===== src/rtl/decode_exec_pipe_stage_pkg.sv =====
// Shared definitions for the ID->EX pipe stage: packed control layout and default widths.
// The control layout is used to pack ctrl in decode and to unpack it in execute.
package decode_exec_pipe_stage_pkg;

  // Field order is MSB first; ctrl width is derived from this layout.
  typedef struct packed {
    logic [5:0] opcode;
    logic [5:0] funct;
    logic [4:0] rd_addr1;
    logic [4:0] rd_addr2;
    logic [4:0] wr_addr;
    logic       reg_wr_en;
    logic       mem_rd_en;
    logic       mem_wr_en;
    logic [1:0] wb_sel;
    logic       branch;
    logic       jump;
    logic       jump_use_r;
    logic [4:0] offset;
  } ctrl_t;

  localparam int CTRL_W          = $bits(ctrl_t);
  localparam int CTRL_OFFSET     = 0;
  localparam int CTRL_JUMP_USE_R = 5;
  localparam int CTRL_JUMP       = 6;
  localparam int CTRL_BRANCH     = 7;
  localparam int CTRL_WB_SEL     = 8;
  localparam int CTRL_MEM_WR_EN  = 10;
  localparam int CTRL_MEM_RD_EN  = 11;
  localparam int CTRL_REG_WR_EN  = 12;
  localparam int CTRL_WR_ADDR    = 13;
  localparam int CTRL_RD_ADDR2   = 18;
  localparam int CTRL_RD_ADDR1   = 23;
  localparam int CTRL_FUNCTION   = 28;
  localparam int CTRL_OPCODE     = 34;

  localparam int DEF_DATA_WIDTH = 32;
  localparam int DEF_PC_WIDTH   = 20;

endpackage


===== src/rtl/decode_exec_pipe_stage_if.sv =====
// Valid/ready instruction bus between pipeline stages: operands, next PC and control.
// master drives valid and payload, slave drives ready.
interface decode_exec_pipe_stage_if #(
  parameter int DATA_WIDTH = 32,
  parameter int PC_WIDTH   = 20,
  parameter int CTRL_WIDTH = 40
);
  logic                  valid;
  logic                  ready;
  logic [DATA_WIDTH-1:0] alu_a;
  logic [DATA_WIDTH-1:0] alu_b;
  logic [PC_WIDTH-1:0]   pc;
  logic [CTRL_WIDTH-1:0] ctrl;

  modport master (output valid, alu_a, alu_b, pc, ctrl, input ready);
  modport slave  (input valid, alu_a, alu_b, pc, ctrl, output ready);
endinterface


===== src/rtl/decode_exec_pipe_stage_skid.sv =====
// decode_pipe_skid: one payload register plus valid bit, used as the skid entry
// when DECODE_PIPE_SKID_EN is defined.
module decode_pipe_skid #(
  parameter int WIDTH = 8
) (
  input  logic             clk,
  input  logic             rst,
  input  logic             flush,
  input  logic             load,
  input  logic             unload,
  input  logic [WIDTH-1:0] d,
  output logic [WIDTH-1:0] q,
  output logic             valid
);

  // Flush only kills the valid bit; stale payload is harmless.
  always_ff @(posedge clk) begin
    if (rst) begin
      valid <= 1'b0;
      q     <= '0;
    end else begin
      if (flush)       valid <= 1'b0;
      else if (load)   valid <= 1'b1;
      else if (unload) valid <= 1'b0;
      if (load) q <= d;
    end
  end

endmodule


===== src/rtl/decode_exec_pipe_stage.sv =====
// ID->EX pipeline register with valid/ready handshake, flush and bubble (NOP) insertion.
// Define DECODE_PIPE_SKID_EN for a registered in_ready and a second (skid) entry.
module decode_exec_pipe_stage
  import decode_exec_pipe_stage_pkg::*;
#(
  parameter int DATA_WIDTH = DEF_DATA_WIDTH,
  parameter int PC_WIDTH   = DEF_PC_WIDTH,
  parameter int CTRL_WIDTH = CTRL_W
) (
  input logic                      clk,
  input logic                      rst,
  input logic                      flush,
  decode_exec_pipe_stage_if.slave  in_if,
  decode_exec_pipe_stage_if.master out_if
);

  localparam int PW = CTRL_WIDTH + PC_WIDTH + 2 * DATA_WIDTH;

  logic [PW-1:0] in_payload;
  logic [PW-1:0] main_payload;
  logic [PW-1:0] main_d;
  logic          main_valid;
  logic          main_load;
  logic          main_clear;
  logic          push;
  logic          pop;

  assign in_payload = {in_if.ctrl, in_if.pc, in_if.alu_b, in_if.alu_a};
  assign push       = in_if.valid & in_if.ready;
  assign pop        = main_valid & out_if.ready;

`ifdef DECODE_PIPE_SKID_EN
  logic          skid_valid;
  logic          skid_load;
  logic          skid_unload;
  logic [PW-1:0] skid_payload;

  // in_ready depends only on state, so no combinational path from out_ready.
  assign in_if.ready = ~skid_valid;
  assign skid_load   = push & main_valid & ~pop;
  assign skid_unload = pop & skid_valid;

  decode_pipe_skid #(.WIDTH(PW)) u_skid (
    .clk    (clk),
    .rst    (rst),
    .flush  (flush),
    .load   (skid_load),
    .unload (skid_unload),
    .d      (in_payload),
    .q      (skid_payload),
    .valid  (skid_valid)
  );

  // Skid holds the older instruction, so it refills main ahead of new input.
  always_comb begin
    main_load  = 1'b0;
    main_clear = 1'b0;
    main_d     = in_payload;
    if (skid_unload) begin
      main_load = 1'b1;
      main_d    = skid_payload;
    end else if (push && (!main_valid || pop)) begin
      main_load = 1'b1;
    end else if (pop) begin
      main_clear = 1'b1;
    end
  end
`else
  assign in_if.ready = ~main_valid | out_if.ready;

  always_comb begin
    main_load  = push;
    main_clear = pop & ~push;
    main_d     = in_payload;
  end
`endif

  always_ff @(posedge clk) begin
    if (rst) begin
      main_valid   <= 1'b0;
      main_payload <= '0;
    end else if (flush) begin
      main_valid <= 1'b0;
    end else if (main_load) begin
      main_valid   <= 1'b1;
      main_payload <= main_d;
    end else if (main_clear) begin
      main_valid <= 1'b0;
    end
  end

  // An empty stage presents ctrl = 0, which execute treats as a NOP.
  assign out_if.valid = main_valid;
  assign out_if.alu_a = main_payload[DATA_WIDTH-1:0];
  assign out_if.alu_b = main_payload[2*DATA_WIDTH-1:DATA_WIDTH];
  assign out_if.pc    = main_payload[2*DATA_WIDTH+PC_WIDTH-1:2*DATA_WIDTH];
  assign out_if.ctrl  = main_valid ? main_payload[PW-1:PW-CTRL_WIDTH] : '0;

endmodule

===== src/flat_wrapper.sv =====
// flat-port wrapper written by rule: the top's interface ports become plain ports
module decode_exec_pipe_stage_flat import decode_exec_pipe_stage_pkg::*;
#(
  parameter int DATA_WIDTH = DEF_DATA_WIDTH,
  parameter int PC_WIDTH   = DEF_PC_WIDTH,
  parameter int CTRL_WIDTH = CTRL_W
)
  (clk, rst, flush, in_if_valid, in_if_alu_a, in_if_alu_b, in_if_pc, in_if_ctrl, in_if_ready, out_if_valid, out_if_alu_a, out_if_alu_b, out_if_pc, out_if_ctrl, out_if_ready);
  decode_exec_pipe_stage_if #(.DATA_WIDTH(DATA_WIDTH), .PC_WIDTH(PC_WIDTH), .CTRL_WIDTH(CTRL_WIDTH)) in_if_i ();
  decode_exec_pipe_stage_if #(.DATA_WIDTH(DATA_WIDTH), .PC_WIDTH(PC_WIDTH), .CTRL_WIDTH(CTRL_WIDTH)) out_if_i ();
  input logic clk;
  input logic rst;
  input logic flush;
  input wire logic [$bits(in_if_i.valid)-1:0] in_if_valid;
  input wire logic [$bits(in_if_i.alu_a)-1:0] in_if_alu_a;
  input wire logic [$bits(in_if_i.alu_b)-1:0] in_if_alu_b;
  input wire logic [$bits(in_if_i.pc)-1:0] in_if_pc;
  input wire logic [$bits(in_if_i.ctrl)-1:0] in_if_ctrl;
  output wire logic [$bits(in_if_i.ready)-1:0] in_if_ready;
  output wire logic [$bits(out_if_i.valid)-1:0] out_if_valid;
  output wire logic [$bits(out_if_i.alu_a)-1:0] out_if_alu_a;
  output wire logic [$bits(out_if_i.alu_b)-1:0] out_if_alu_b;
  output wire logic [$bits(out_if_i.pc)-1:0] out_if_pc;
  output wire logic [$bits(out_if_i.ctrl)-1:0] out_if_ctrl;
  input wire logic [$bits(out_if_i.ready)-1:0] out_if_ready;
  assign in_if_i.valid = in_if_valid;
  assign in_if_i.alu_a = in_if_alu_a;
  assign in_if_i.alu_b = in_if_alu_b;
  assign in_if_i.pc = in_if_pc;
  assign in_if_i.ctrl = in_if_ctrl;
  assign in_if_ready = in_if_i.ready;
  assign out_if_valid = out_if_i.valid;
  assign out_if_alu_a = out_if_i.alu_a;
  assign out_if_alu_b = out_if_i.alu_b;
  assign out_if_pc = out_if_i.pc;
  assign out_if_ctrl = out_if_i.ctrl;
  assign out_if_i.ready = out_if_ready;
  decode_exec_pipe_stage #(.DATA_WIDTH(DATA_WIDTH), .PC_WIDTH(PC_WIDTH), .CTRL_WIDTH(CTRL_WIDTH)) u_core (.clk(clk), .rst(rst), .flush(flush), .in_if(in_if_i), .out_if(out_if_i));
endmodule

===== config.mk =====
export PLATFORM = sky130hd
export DESIGN_NAME = decode_exec_pipe_stage_flat
export DESIGN_NICKNAME = d
export VERILOG_FILES = /design/src/rtl/decode_exec_pipe_stage_pkg.sv /design/src/rtl/decode_exec_pipe_stage_if.sv /design/src/rtl/decode_exec_pipe_stage_skid.sv /design/src/rtl/decode_exec_pipe_stage.sv /design/src/flat_wrapper.sv
export SDC_FILE = /design/constraint.sdc
export NUM_CORES = 1
export LEC_CHECK = 0
export ABC_AREA = 0
export CAP_MARGIN = 30
export CORE_MARGIN = 4
export CORE_UTILIZATION = 45
export CTS_BUF_LIST = sky130_fd_sc_hd__clkbuf_2
export CTS_CLUSTER_SIZE = 24
export DETAILED_ROUTE_END_ITERATION = 6
export PLACE_DENSITY_LB_ADDON = 0.1
export SLEW_MARGIN = 25
export SYNTH_ARGS = -nofsm -noshare
export SYNTH_HDL_FRONTEND = slang
export SYNTH_HIERARCHICAL = 1
export SYNTH_SLANG_ARGS = --single-unit

===== constraint.sdc =====
create_clock -name clk -period 1.6 [get_ports clk]
set_input_delay 0.32 -clock clk [delete_from_list [all_inputs] [get_ports clk]]
set_output_delay 0.32 -clock clk [all_outputs]
set_load 0.02 [all_outputs]

==> qor.csv, run 1 <==
stage,metric,value,unit
status,status,"finished, violations left",
status,violations,setup timing,
power,p_per_area,699,nW/um^2
route,wl_per_cell,16.4,um
global_route,grt-ovfl-total,0,
global_route,grt_util_met3,8.25,%
floorplanning,start_util,46.4,%
global_route,grt_max_degree,104,
clocking,numCtsBuffers,17,
route,drt_iter0_markers,137,
floorplanning,fp.coreArea,14000,um^2
logic_synthesis,syn-num-nets,800,
sta,setup_ws,-0.368,ns
sta,relSlewSlack,69.8,%
setup_path,r2r_setup_slack,-0.37,ns
clocking,clk_pin_slew,0.18,ns
sta,post-route-period-util,123,%
placement,hpwl,11400,um
clocking,clock_path_buffers,2,
hold_path,hp-start,rst,
clocking,holdBufCountCts,0,
placement,gp_congestion,0.762,
power,worst_ir_drop_vdd,0.399,mV
global_route,grtUsageTotal,20.0,%
logic_synthesis,yosysSeqAreaShare,38.5,%
logic_synthesis,synth_top_area_share,38.5,%
sta,max_slew.worst_pin.slew,0.453,ns
placement,dpl_worst_slack,-0.299,ns
layout,finalNonFillerCells,1059,
setup_path,end_kind,flop,
placement,placed_cells,992,
global_route,busiest_layer,met2,
floorplanning,die_h,128,um
setup_path,critPathSlowestCell,dfxtp_4,
flow_run,maxCapViolations,0,
logic_synthesis,syn_area,6490,um^2
route,final_antenna_net_count,0,
logic_synthesis,ys_types,13,
layout,final_common_cell,nand2b_1,
sta,fmax,0.508,GHz
logic_synthesis,avgSynthCellArea,9.68,um^2
setup_path,worstSetupPathType,flop to flop,
floorplanning,die_width,128,um
placement,port_buffers,254,
setup_path,cpPeakStageDelay,0.42,ns
hold_path,hold_end,u_core/main_payload[10],
setup_path,cp_data_required_time,2.20,ns
layout,post-route-cell-area,9710,um^2
clocking,htreeDepth,4,
setup_path,regToRegEndpoint,u_core/main_payload[62],
hold_path,min_path_cells,3,
sta,timing.final.crit_period,1.97,ns
floorplanning,io_pins,255,
clocking,clock_sinks,125,
setup_path,path_delay_family,buffers and inverters,
hold_path,hold_path_class,input port to flop,
setup_path,path_cells,buf_12 > nor2b_4 > buf_4 > buf_6 > nor3b_4 > buf_6 > buf_12 > buf_8 > mux2i_2,
route,vias,4891,
global_route,antenna_found_initial,0,
clocking,insertion_delay,0.66,ns
power,p_leak,3.97,nW
layout,nNetsFinal,995,
sta,final-hold-violation-count,0,
global_route,grt_pass1_wl,25700,um
sta,slew_violations,0,
route,vias_per_cell,4.62,
clocking,cts_tree,yes,
route,detail_route.wirelength,17300,um
global_route,use_met1,21.0,%
setup_path,rr_startpoint,u_core/out_if.valid,
placement,place_area,8590,um^2
logic_synthesis,ys_top_cells_by_area,"dfxtp_1 (39%), nand2b_1 (24%), mux2i_1 (19%), buf_4 (10%), and2_1 (3.9%)",
global_route,use_met2,35.6,%
setup_path,path_buf_inv,6,
logic_synthesis,synth_cells,671,
logic_synthesis,ys_warn_count,6,
sta,finClkSkew,0.0148,ns
layout,diodes,0,
setup_path,crit_arrival,2.57,ns
setup_path,cp_max_fo,5,
clocking,cts-root-buf,clkbuf_2,
layout,drive_gt1_share,36.9,%
floorplanning,rows,43,
setup_path,ff2ff_path_depth,9,
global_route,grt_pass1_vias,5080,
setup_path,worstSetupStartpointType,flop,
sta,rsz0062_at_grt,yes,
logic_synthesis,synth.largest_area_cell,dfxtp_1,
layout,area_growth,49.5,%
route,drcViolationCount,0,
floorplanning,die-area,16400,um^2
power,report.power.total,0.00679,W
route,dr.pass1.iters,4,
layout,final_cell_mix,"nand2b_1 (248), buf_6 (130), clkdlybuf4s50_1 (127), mux2i_1 (119), dfxtp_2 (84)",
logic_synthesis,synth-seq-cells,125,
sta,setup_viol,166,
## layout make-up
class | count | area (um^2)
Fill cell | 1114 | 4280
Timing Repair Buffer | 305 | 3490
Multi-Input combinational cell | 416 | 3170
Sequential cell | 125 | 2610
Tap cell | 180 | 225
Clock buffer | 21 | 105
Clock inverter | 11 | 100
Inverter | 1 | 3.75
## layer usage
metal / vias to the layer above / share of wire (%)
met4: 0 / 2.2
li1: 2439 / -
met2: 159 / 52
met1: 2267 / 37
met5: - / 0
met3: 26 / 8.5
## how the worst max path moves through the flow
| stage | to | start | depth (start not counted) | slack [ns] |
|---|---|---|---|---|
| after floorplan | u_core/main_payload[100] | u_core/out_if.valid | 6 | 0.21 |
| after global placement | in_if_ready | out_if_ready | 4 | -0.25 |
| after detailed placement | u_core/main_payload[8] | out_if_ready | 6 | -0.30 |
| after CTS | out_if_ctrl[29] | u_core/out_if.valid | 4 | -0.43 |
| after global routing | u_core/main_payload[91] | u_core/out_if.valid | 9 | -0.45 |
| final | u_core/main_payload[62] | u_core/out_if.valid | 9 | -0.37 |
## state kept, by name (all words and copies together) (netlist names)
name,count
u_core/main_payload,124
u_core/out_if.valid,1
## Yosys cell counts (all sizes together)
cell	n
nor2b	1
nand2b	248
nor2	1
dfxtp	125
buf	98
nor3b	1
inv	1
nor3	1
mux2i	124
clkbuf	31
and2	40
## power breakdown
part	internal, W	total, W	leakage [nW]	switching [W]
combinational	0.000946	0.00154	2.77	0.000590
clock	0.000707	0.00185	0.141	0.00114
sequential	0.00330	0.00341	1.06	0.000108
## through the flow
| step | setup TNS (ns) | hold slack, ns | utilization (%) |
|---|---|---|---|
| after floorplan | 0 | 0.399 | - |
| after global placement | -23.61 | 0.453 | 61.4 |
| after detailed placement | -31.25 | 0.461 | 61.4 |
| after CTS | -34.51 | 0.0291 | 64.4 |
| after global routing | -60.43 | 0.0542 | 69.4 |
| final | -44.54 | 0.129 | 69.4 |
## repair_timing
| item | CTS | global route |
|---|---|---|
| gates resized for setup | 732 | 164 |
| cloned | 7 | 9 |
| setup endpoints to repair | 226 | 250 |
| pin swaps | 1 | 2 |
| buffers inserted | 10 | 14 |
## logic make-up (layout without fill, tap and decap cells)
| family | count (synthesis) | after routing | synth area share [%] |
|---|---|---|---|
| buf+inv | 130 | 338 | 14.0 |
| flops | 125 | 125 | 38.5 |
| simple gates | 292 | 292 | 28.3 |
| mux | 124 | 124 | 19.1 |
## worst reg2reg max path: cells and delay by family, from the launching register on
kind / cells / cell delay, ns
buf+inv: 6 / 0.84
flops: 1 / 0.42
mux: 1 / 0.23
simple gates: 2 / 0.41
(Power assumes the default switching activity.)
==> run 2, diff against run 1 <==
--- a/config.mk
+++ b/config.mk
@@ -7,12 +7,13 @@
 export LEC_CHECK = 0
 export ABC_AREA = 0
 export CAP_MARGIN = 30
+export CORE_ASPECT_RATIO = 0.75
 export CORE_MARGIN = 4
 export CORE_UTILIZATION = 45
 export CTS_BUF_LIST = sky130_fd_sc_hd__clkbuf_2
 export CTS_CLUSTER_SIZE = 24
 export DETAILED_ROUTE_END_ITERATION = 6
-export PLACE_DENSITY_LB_ADDON = 0.1
+export PLACE_DENSITY = 0.82
 export SLEW_MARGIN = 25
 export SYNTH_ARGS = -nofsm -noshare
 export SYNTH_HDL_FRONTEND = slang
==> qor.csv, run 2 (synthesis gave the netlist of run 1 again) <==
stage,metric,value,unit,change
status,status,"finished, violations left",,unchanged
status,violations,setup timing,,unchanged
setup_path,path_buf_inv,3,,was 6
setup_path,ff2ff_path_depth,9,,unchanged
clocking,cts_tree,yes,,unchanged
route,vias_per_cell,4.60,,was 4.62
route,wl_per_cell,17.0,um,was 16.4 um
layout,largest_register_ffs,124,,unchanged
global_route,grt_pass1_vias,5342,,was 5080
layout,final_cell_mix,"nand2b_1 (248), buf_6 (132), clkdlybuf4s50_1 (127), mux2i_1 (119), dfxtp_2 (84)",,"was nand2b_1 (248), buf_6 (130), clkdlybuf4s50_1 (127), mux2i_1 (119), dfxtp_2 (84)"
setup_path,worstSetupPathType,flop to output pin,,was flop to flop
floorplanning,rows,37,,was 43
placement,port_buffers,254,,unchanged
layout,top_regs,"u_core/main_payload x124, u_core/out_if.valid x1",,unchanged
setup_path,end_kind,output pin,,was flop
route,drcViolationCount,0,,unchanged
route,vias,5072,,was 4891
setup_path,cp_data_required_time,1.28,ns,was 2.20 ns
hold_path,hold_path_class,input port to flop,,unchanged
clocking,htreeDepth,4,,unchanged
layout,drive_gt1_share,40.8,%,was 36.9%
clocking,insertion_delay,0.65,ns,was 0.66 ns
floorplanning,die_h,112,um,was 128 um
floorplanning,fp.coreArea,13900,um^2,was 14000 um^2
clocking,clock_sinks,125,,unchanged
power,sw_frac_of_total,29.5,%,was 27.1%
global_route,grt_max_degree,60,,was 104
setup_path,cp_max_fo,5,,unchanged
clocking,numCtsBuffers,17,,unchanged
sta,setup_ws,-0.352,ns,was -0.368 ns
layout,top_register,u_core/main_payload,,unchanged
placement,hpwl,11500,um,was 11400 um
power,p_per_area,685,nW/um^2,was 699 nW/um^2
power,worst_ir_drop_vdd,0.504,mV,was 0.399 mV
placement,dpl_worst_slack,-0.258,ns,was -0.299 ns
setup_path,cpPeakStageDelay,0.42,ns,about the same
sta,post-route-period-util,122,%,was 123%
hold_path,min_path_cells,3,,unchanged
clocking,cts-root-buf,clkbuf_2,,unchanged
global_route,grtUsageTotal,21.6,%,was 20.0%
clocking,clock_path_buffers,2,,unchanged
power,pwr-share-seq,48.6,%,was 50.2%
power,netSwitchingPower,0.00208,W,was 0.00184 W
global_route,grt_pass1_wl,28500,um,was 25700 um
route,detail_route.wirelength,18800,um,was 17300 um
route,drt_iter0_markers,109,,was 137
sta,finClkSkew,0.0403,ns,was 0.0148 ns
route,final_antenna_net_count,0,,unchanged
layout,final_common_cell,nand2b_1,,unchanged
sta,relSlewSlack,73.2,%,was 69.8%
layout,area_growth,58.0,%,was 49.5%
sta,setup_viol,166,,unchanged
power,p_leak,4.22,nW,was 3.97 nW
setup_path,worstSetupStartpointType,flop,,unchanged
sta,timing.final.crit_period,1.95,ns,was 1.97 ns
floorplanning,die_width,147,um,was 128 um
route,dr.pass1.iters,4,,unchanged
setup_path,path_cells,buf_12 > buf_16 > and2_4 > buf_6,,was buf_12 > nor2b_4 > buf_4 > buf_6 > nor3b_4 > buf_6 > buf_12 > buf_8 > mux2i_2
floorplanning,die-area,16400,um^2,about the same
setup_path,r2r_setup_slack,-0.28,ns,was -0.37 ns
setup_path,path_delay_family,flip-flops,,was buffers and inverters
sta,slew_violations,0,,unchanged
power,pwr-share-comb,24.1,%,was 22.6%
setup_path,crit_cells,4,,was 9
floorplanning,io_pins,255,,unchanged
floorplanning,start_util,46.6,%,was 46.4%
global_route,grt-ovfl-total,0,,unchanged
power,clkPwrFrac,27.3,%,was 27.2%
global_route,use_met2,37.5,%,was 35.6%
sta,rsz0062_at_grt,yes,,unchanged
flow_run,maxCapViolations,0,,unchanged
layout,final_util,73.6,%,was 69.4%
clocking,holdBufCountCts,0,,unchanged
global_route,antenna_found_initial,1,,was 0
power,power.internal,0.00496,W,was 0.00495 W
clocking,clk_pin_slew,0.23,ns,was 0.18 ns
setup_path,critPathSlowestCell,dfxtp_4,,unchanged
placement,gp_congestion,0.766,,was 0.762
global_route,use_met1,25.6,%,was 21.0%
global_route,busiest_layer,met2,,unchanged
sta,max_slew.worst_pin.slew,0.401,ns,was 0.453 ns
setup_path,crit_arrival,1.63,ns,was 2.57 ns
global_route,grt_util_met3,7.43,%,was 8.25%
sta,fmax,0.512,GHz,was 0.508 GHz
layout,nNetsFinal,1023,,was 995
sta,final-hold-violation-count,0,,unchanged
run 2: repair_timing:
item | in CTS | in global routing
cloned | 18 | 4
endpoints found under the setup margin | 177 | 250
pin swaps | 7 | 1
buffers inserted | 20 | 29
resized for setup | 761 | 181
run 2: power groups by stage:
stage	clock [W]	sequential (W)	combinational (W)
2_1_floorplan	0	0.00340	0.000815
3_3_place_gp	0	0.00342	0.00130
3_5_place_dp	0	0.00343	0.00133
4_1_cts	0.00198	0.00339	0.00150
5_1_grt	0.00214	0.00344	0.00180
6_report	0.00192	0.00341	0.00170
run 2: layout make-up:
class	instances	area [um^2]
antenna	1	2.50
multi-input combinational	416	3210
sequential	125	2610
inverter	1	3.75
timing repair buffer	333	3960
tap	195	244
clock inverter	14	134
fill	923	3670
clock buffer	18	90.1
run 2: worst min-delay path: cells and delay by family:
| kind | cells | cell delay, ns |
|---|---|---|
| buffers and inverters | 1 | 0.28 |
| and+or+nand+nor | 1 | 0.15 |
| muxes | 1 | 0.06 |
run 2: final timing paths:
path / from / end
max reg2reg: u_core/out_if.valid / u_core/main_payload[74]
max: u_core/out_if.valid / out_if_ctrl[37]
min: rst / u_core/main_payload[28]
min reg2reg: u_core/main_payload[104] / u_core/main_payload[104]
run 2: routing by layer:
layer,vias up,routed length (um)
li1,2497,-
met1,2411,7870
met2,152,9500
met3,12,1230
met4,0,190
met5,-,0
run 2: stage by stage:
stage	hold slack (ns)	instance area (um^2)	cells	TNS, ns	total power [W]
after global routing	0.0625	10300	1103	-52.57	0.00737
after detailed placement	0.462	8610	1006	-24.99	0.00476
after floorplan	0.399	6490	671	0	0.00422
final	0.163	10300	1103	-33.85	0.00703
after global placement	0.453	8610	1006	-21.84	0.00472
after CTS	0.0860	9490	1076	-37.15	0.00687
==> run 3, diff against run 2 <==
--- a/config.mk
+++ b/config.mk
@@ -8,7 +8,7 @@
 export ABC_AREA = 0
 export CAP_MARGIN = 30
 export CORE_ASPECT_RATIO = 0.75
-export CORE_MARGIN = 4
+export CORE_MARGIN = 2
 export CORE_UTILIZATION = 45
 export CTS_BUF_LIST = sky130_fd_sc_hd__clkbuf_2
 export CTS_CLUSTER_SIZE = 24
==> qor.csv, run 3 (synthesis gave the netlist of run 1 again) <==
stage,metric,value,unit,change
setup_path,worstSetupPathType,flop to output pin,,unchanged
layout,diodes,0,,was 1
sta,final-hold-violation-count,0,,unchanged
setup_path,crit_arrival,1.65,ns,was 1.63 ns
route,dr.pass1.iters,4,,unchanged
setup_path,r2r_setup_slack,-0.31,ns,was -0.28 ns
floorplanning,start_util,46.7,%,was 46.6%
clocking,clk_pin_slew,0.18,ns,was 0.23 ns
clocking,clock_sinks,125,,unchanged
setup_path,cp_data_required_time,1.28,ns,about the same
setup_path,cpPeakStageDelay,0.41,ns,was 0.42 ns
power,p_per_area,688,nW/um^2,was 685 nW/um^2
sta,rsz0062_at_grt,yes,,unchanged
route,vias,5028,,was 5072
clocking,htreeDepth,4,,unchanged
sta,max_slew.worst_pin.slew,0.459,ns,was 0.401 ns
layout,top_regs,"u_core/main_payload x124, u_core/out_if.valid x1",,unchanged
clocking,holdBufCountCts,0,,unchanged
placement,hpwl,10900,um,was 11500 um
route,wl_per_cell,16.7,um,was 17.0 um
setup_path,ff2ff_path_depth,9,,unchanged
clocking,cts-root-buf,clkbuf_2,,unchanged
sta,relSlewSlack,69.4,%,was 73.2%
setup_path,critPathSlowestCell,dfxtp_4,,unchanged
route,detail_route.wirelength,17800,um,was 18800 um
setup_path,path_cells,buf_12 > clkbuf_16 > and2_4 > buf_6,,was buf_12 > buf_16 > and2_4 > buf_6
layout,area_growth,53.0,%,was 58.0%
layout,final_util,71.5,%,was 73.6%
placement,placed_cells,988,,was 1006
layout,nNetsFinal,1010,,was 1023
global_route,grt_max_degree,55,,was 60
sta,post-route-period-util,123,%,was 122%
route,drt_iter0_markers,141,,was 109
sta,totalNegativeSetupSlack,-36.68,ns,was -33.85 ns
setup_path,cp_max_fo,5,,unchanged
hold_path,hold_end,u_core/main_payload[13],,was u_core/main_payload[28]
global_route,grt-ovfl-total,0,,unchanged
status,violations,setup timing,,unchanged
setup_path,regToRegEndpoint,u_core/main_payload[25],,was u_core/main_payload[74]
placement,gp_congestion,0.850,,was 0.766
global_route,grtUsageTotal,22.5,%,was 21.6%
route,drcViolationCount,0,,unchanged
sta,setup_viol,166,,unchanged
clocking,insertion_delay,0.67,ns,was 0.65 ns
power,p_leak,4.09,nW,was 4.22 nW
sta,finClkSkew,0.0168,ns,was 0.0403 ns
layout,top_register,u_core/main_payload,,unchanged
flow_run,maxCapViolations,0,,unchanged
floorplanning,die_width,143,um,was 147 um
setup_path,critPathLaunch,u_core/out_if.valid,,unchanged
setup_path,worstSetupStartpointType,flop,,unchanged
hold_path,min_path_cells,3,,unchanged
layout,post-route-cell-area,9930,um^2,was 10300 um^2
floorplanning,io_pins,255,,unchanged
clocking,numCtsBuffers,17,,unchanged
floorplanning,die-area,15400,um^2,was 16400 um^2
layout,drive_gt1_share,38.5,%,was 40.8%
setup_path,path_delay_family,buffers and inverters,,was flip-flops
sta,timing.final.crit_period,1.97,ns,was 1.95 ns
global_route,grt_pass1_vias,5157,,was 5342
power,report.power.total,0.00684,W,was 0.00703 W
setup_path,end_kind,output pin,,unchanged
placement,place_area,8600,um^2,was 8610 um^2
layout,final_common_cell,nand2b_1,,unchanged
global_route,antenna_found_initial,0,,was 1
clocking,clock_path_buffers,2,,unchanged
layout,final_cell_mix,"nand2b_1 (248), buf_6 (132), clkdlybuf4s50_1 (127), mux2i_1 (119), dfxtp_2 (84)",,unchanged
route,final_antenna_net_count,0,,unchanged
setup_path,path_buf_inv,3,,unchanged
placement,port_buffers,254,,unchanged
sta,slew_violations,0,,unchanged
hold_path,hold_path_class,input port to flop,,unchanged
route,vias_per_cell,4.71,,was 4.60
sta,setup_ws,-0.372,ns,was -0.352 ns
layout,finalNonFillerCells,1068,,was 1103
layout,largest_register_ffs,124,,unchanged
setup_path,rr_startpoint,u_core/out_if.valid,,unchanged
floorplanning,die_h,108,um,was 112 um
hold_path,hp-start,in_if_alu_a[13],,was rst
global_route,grt_pass1_wl,26700,um,was 28500 um
status,status,"finished, violations left",,unchanged
sta,fmax,0.507,GHz,was 0.512 GHz
floorplanning,rows,37,,unchanged
floorplanning,fp.coreArea,13900,um^2,about the same
power,worst_ir_drop_vdd,0.434,mV,was 0.504 mV
clocking,cts_tree,yes,,unchanged
## run 3: cell types whose count changed in the layout (fill, tap and decap cells not counted), sizes merged
cell,delta
inv,-6
clkbuf,-1
diode,-1
clkinv,+6
clkinvlp,-3
bufinv,+1
buf,-11
## run 3: per-stage QoR
stage               hold WS [ns]  setup slack [ns]
CTS                       0.0988            -0.457
global placement           0.453            -0.267
global route              0.0712            -0.522
finish                     0.182            -0.372
floorplan                  0.399             0.213
detailed placement         0.457            -0.258
## run 3: worst max-delay path by stage
stage | to | cells after the start
after floorplan | u_core/main_payload[100] | 6
after global placement | in_if_ready | 4
after detailed placement | u_core/main_payload[77] | 6
after CTS | out_if_ctrl[28] | 4
after global routing | out_if_ctrl[6] | 4
final | out_if_ctrl[6] | 4
## run 3: worst reg2reg max path, cell delays in order (launching register included)
cell	delay (ns)
dfxtp_4	0.41
buf_12	0.15
nor2b_4	0.13
buf_6	0.12
nor3b_4	0.29
buf_6	0.20
buf_12	0.13
buf_12	0.10
buf_16	0.11
mux2i_1	0.19
## run 3: routing by layer
metal / vias up / global-route usage, % / part of all wire [%]
met1: 2362 / 25.0 / 40
met3: 25 / 9.17 / 8.4
met4: 0 / 6.44 / 1.9
met2: 174 / 39.9 / 49
li1: 2467 / - / -
met5: - / 0 / 0
## run 3: report_power, final
part           total (W)  switching [W]  internal [W]
Combinational    0.00162       0.000613       0.00100
Sequential       0.00341       0.000114       0.00330
Clock            0.00181        0.00113      0.000680
## run 3: what timing repair did
item / in CTS / in global routing
resized for setup: 709 / 201
buffers inserted: 13 / 24
cloned: 15 / 2
setup endpoints to repair: 211 / 250
pin swaps: 2 / 1
## run 3: final cells by class
type	count	area, um^2
repair buffers	320	3710
multi-input cells	416	3190
well taps	175	219
clock inverters	12	104
fillers	1015	3960
inverters	1	3.75
clock buffers	19	95.1
flip-flops and latches	125	2610
